### src/rtl/wb_redirect_unit.sv
// wb_redirect_unit: writeback register-file write, branch/jump redirect and post-redirect flush
module wb_redirect_unit #(
  parameter int FLUSH_DEPTH = 2,
  parameter int CNT_W = 32
) (
  input  logic             clock,
  input  logic             reset_n,
  input  logic             valid_wb,
  input  logic [1:0]       writeBackControl_wb,
  input  logic             regWrt_wb,
  input  logic [5:0]       rd_wb,
  input  logic             branchZero_wb,
  input  logic             branchNeg_wb,
  input  logic             jump_wb,
  input  logic             jumpMem_wb,
  input  logic [31:0]      pc_plus_y_wb,
  input  logic [31:0]      xrs_wb,
  input  logic [31:0]      readData_wb,
  input  logic [31:0]      aluResult_wb,
  input  logic             z_wb,
  input  logic             n_wb,
  output logic             reg_we,
  output logic [5:0]       reg_waddr,
  output logic [31:0]      reg_wdata,
  output logic             pc_redirect,
  output logic [31:0]      pc_target,
  output logic             flush,
  output logic [CNT_W-1:0] retired_count
);
  localparam logic [0:0] IDLE = 1'b0, FLUSH = 1'b1;
  logic [0:0] state;
  logic [3:0] cnt;
  logic live, taken, sel_ok;
  logic [31:0] wdata_n, target_n;
  always_comb begin
    live = valid_wb & (state == IDLE);
    taken = jumpMem_wb | jump_wb | (branchZero_wb & z_wb) | (branchNeg_wb & n_wb);
    sel_ok = writeBackControl_wb != 2'b11;
    wdata_n = writeBackControl_wb == 2'b00 ? aluResult_wb :
              writeBackControl_wb == 2'b01 ? readData_wb : pc_plus_y_wb;
    target_n = jumpMem_wb ? readData_wb : xrs_wb;
  end
  always_ff @(posedge clock or negedge reset_n)
    if (!reset_n) begin
      state <= IDLE;
      cnt <= '0;
      reg_we <= 1'b0;
      reg_waddr <= '0;
      reg_wdata <= '0;
      pc_redirect <= 1'b0;
      pc_target <= '0;
      retired_count <= '0;
    end else begin
      reg_we <= live & regWrt_wb & sel_ok;
      pc_redirect <= live & taken;
      if (live) reg_waddr <= rd_wb;
      if (live & sel_ok) reg_wdata <= wdata_n;
      if (live & taken) pc_target <= target_n;
      retired_count <= retired_count + CNT_W'(live);
      // flush counts down every cycle regardless of the incoming slot
      if (state == FLUSH) begin
        cnt <= cnt - 4'd1;
        if (cnt == 4'd1) state <= IDLE;
      end else if (live & taken) begin
        state <= FLUSH;
        cnt <= 4'(FLUSH_DEPTH);
      end
    end
  assign flush = state == FLUSH;
endmodule

### config.mk
export PLATFORM = sky130hd
export DESIGN_NAME = wb_redirect_unit
export DESIGN_NICKNAME = d
export VERILOG_FILES = /design/src/rtl/wb_redirect_unit.sv
export SDC_FILE = /design/constraint.sdc
export NUM_CORES = 1
export LEC_CHECK = 0
export BUFFER_PORTS_ARGS = -buffer_cell sky130_fd_sc_hd__clkbuf_2
export CAP_MARGIN = 20
export CORE_AREA = 2 2 115 117
export DETAILED_ROUTE_END_ITERATION = 12
export DIE_AREA = 0 0 117 119
export PLACE_DENSITY = 0.75
export SLEW_MARGIN = 20
export SYNTH_ARGS = -nofsm -noshare
export SYNTH_HDL_FRONTEND = slang
export SYNTH_SLANG_ARGS = --single-unit
### constraint.sdc
create_clock -name clock -period 2.2 [get_ports clock]
set_clock_uncertainty 0.1 [all_clocks]
set_input_delay 0 -clock clock [delete_from_list [all_inputs] [get_ports clock]]
set_output_delay 0 -clock clock [all_outputs]
set_load 0.02 [all_outputs]
==> summary.md <==
| Metric | Value |
|---|---|
| Status | finished, violations left |
| Failing checks | hold timing |
| Commonest non-fill, non-tap cell in the layout | clkbuf_2 |
| R2R depth | 7 |
| Die Y | 119 µm |
| Synthesized net count | 671 |
| FF+latch count, synth | 109 |
| Post-Route WL | 18.1 mm |
| DR iter-0 viols | approximately 340 |
| Die ar. | 0.0139 mm² |
| Worst Path Max Fanout | 11 |
| WHS | -4.05 ps |
| Power per Cell Area | 994 mW/mm² |
| Area of the core | 0.0129 mm² |
| RSZ-0062 raised after global routing | no |
| Synth top area cells | dfrtp_1 (52%), mux2i_1 (12%), a21oi_1 (6.2%) |
| Clock root buffer master | clkbuf_16 |
| Peak VDD IR | 0.550 mV |
| Area grow syn2layout | 58.6% |
| Area share of the largest cell type after synthesis | around 52% |
| GR Util met1 | a little under a third |
| First-pass GRT wire length | ~28 mm |
| Sum Neg Setup Slack | 0 ps |
| PortBufs | 250 |
| Worst-Margin Slew | 656 ps |
| Max-slew headroom | 56.3% |
| Distinct cells, synth | 33 |
| R2R Setup Slk | between 200 and 250 ps |
| Num CTS Buffers | 9 |
| Fin. Hold Viols | 1 |
| Synth Cell Area | between 0.005 and 0.006 mm² |
| Final #Nets | 1040 |
| Vias in the first global route | 5513 |
| Crit share post-route | 89.8% |
| Starting Density | 40.6% |
| TritonRoute pass-1 iters | 5 |
| Max-slew violation count | 0 |
| CP Class | reg -> reg |
| Total power | 8.25 mW |
| Setup Viol. Count Final | 0 |
| Footprint of the multi-input gates | 0.00238 mm² |
| Worst R2R End | retired_count[21] |
| R2r startpoint | flush |
| Layout cells sized above 1 | 33.0% |
| Via Count | 5501 |
| Worst-path clk slew | 70 ps |
| CP arrival | 2150 ps |
| Max-cap violations | 0 |
| GR Layer Usage met3 | 6.92% |
| P_leak | 4.29 nW |
| Sink Count | 109 |
| Wire length per cell | 16.9 µm |
| Hold depth | 5 |
| Max frequency | 0.506 GHz |
| Fillcell total | 1002 |
| Data required time at the worst endpoint | between 2000 and 2500 ps |
| Final instance area | 0.00830 mm² |
| Startpoint Class | flop |
| Critical Path End | retired_count[21] |
| Sequential fraction of the synthesis area | 52.1% |
| Synthesized area per cell | 10.0 µm² |
| Diodes inserted | 0 |
| Most frequent cells in the layout | clkbuf_2 (249), dlygate4sd3_1 (125), dfrtp_1 (109) |
| Met2 global-route usage | 43.2% |
| Initial antenna violation count | 1 |
| DIE WIDTH | between 100 and 150 µm |
| PostCTS Resize Cnt | 0 |
| Synth Warn # | 0 |
| Largest net degree at the start of global routing | 65 |
| Slowest stage delay, CP | between 300 and 400 ps |
| Final antenna-violating net count | 0 |
| Register area | 0.00273 mm² |
| Post-DP HPWL | approximately 11 mm |
| Row count | 42 |
| Final worst path period need | approximately 2000 ps |
| Placed cell area | 0.00673 mm² |
| CP max-delay cell | dfrtp_1 |
| Mapped Cells | 521 |
| Post-route DRC | 0 |
| Crit path from | flush |
| CTS tree | built |
| Vias per cell | 5.14 |
| Grt ovf | 0 |
| Hold WC Path Type | in -> reg |
| Post-placement cell count | 928 |
| Crit. End Element | flop |
| Max clock buf depth | 2 |
| Worst-path cell chain | nor2b_2 -> buf_4 -> ha_1 -> and3_1 -> nand3_1 -> nor4_1 -> xor2_1 |
| Num ports | 251 |
| Post-Layout Cell Count | 1071 |
| Worst skew pair latency | around 350 ps |
| Gp weighted congestion | 0.805 |
| Global-route usage over all layers | 26.3% |
| Grt peak-use layer | met2 |
| H-tree levels | 3 |
| Leading area contributor after synthesis | dfrtp_1 |
-- how the worst min path moves through the flow --
stage	endpoint	startpoint	slack, ps
after floorplan	cnt[0]	reset_n	-400
after global placement	reg_waddr[4]	reset_n	-30
after detailed placement	reg_waddr[4]	reset_n	-20
after CTS	reg_wdata[4]	aluResult_wb[4]	0.3
after global routing	retired_count[1]	valid_wb	40
final	reg_wdata[19]	aluResult_wb[19]	-4
-- kinds of logic (layout without fill, tap and decap cells) --
group	count (synthesis)	after routing	share of synthesized area, %
AO/OA/AOI/OAI	101	101	9.85
XOR/XNOR	32	32	5.36
adder cells (fa/ha/maj)	4	4	0.957
buffers and inverters	34	408	2.53
flip-flops	109	109	52.1
multiplexers	70	70	13.5
AND/OR/NAND/NOR	171	171	15.6
-- cells in the mapped netlist --
library cell,instances
xor2_1,18
a21o_1,1
nand2_1,44
and3_1,8
ha_1,4
nand3_1,14
o31a_1,1
nor4_1,2
a22o_1,1
nor4_2,3
nor4_4,1
nor2_1,72
dfrtp_1,109
o21ai_1,1
and4_1,2
mux2_2,6
xnor2_1,14
nor3b_1,1
clkbuf_1,21
o21ai_0,32
inv_1,4
buf_2,4
nand4_2,1
mux2i_1,64
nor2b_1,1
a21oi_1,65
buf_1,5
or3_4,1
nand4_1,7
nor3_1,8
nand4_4,1
nand2b_1,2
and2_1,3
-- stage by stage --
stage / setup WS [ps] / util (%)
after CTS: 181 / 64.4
after detailed placement: 184 / 52.3
after global routing: 99.7 / 64.5
after floorplan: 15.8 / -
after global placement: 210 / 52.3
final: 225 / 64.5
-- final cells by class --
| type | instances | share of cell area, % |
|---|---|---|
| multi-input cells | 378 | 28.7 |
| clock inverters | 7 | 0.980 |
| inverters | 4 | 0.181 |
| repair buffers | 388 | 32.0 |
| well taps | 176 | 2.65 |
| clock buffers | 9 | 2.71 |
| flip-flops and latches | 109 | 32.9 |
-- per-layer routing --
layer	wire, µm	part of all wire [%]	up-vias
met5	8	0.044	-
met4	870	4.8	2
met3	1310	7.3	68
met2	8680	48	277
met1	7180	40	2610
li1	-	-	2544
-- what timing repair did --
item,CTS,global route
setup endpoints to repair,0,1
hold buffers,125,0
endpoints found under the hold margin,119,0
setup buffers,0,2
-- power by group --
group / switching (mW) / internal (mW)
Sequential: 0.497 / 2.74
Clock: 0.787 / 0.903
Combinational: 2.06 / 1.26
-- flip-flops by register name, indices dropped and copies added, names as in the netlist --
name	count
reg_we	1
pc_target	32
retired_count	32
reg_wdata	32
pc_redirect	1
reg_waddr	6
flush	1
cnt	4
-- critical path, delay by kind of cell (launching register included) --
kind	cells	cell delay (ps)
AND/OR/NAND/NOR	4	830
flip-flops	1	390
buffers and inverters	1	230
adder cells (fa/ha/maj)	1	180
XOR/XNOR	1	180
Note: power is estimated with default switching activity, not from simulation.
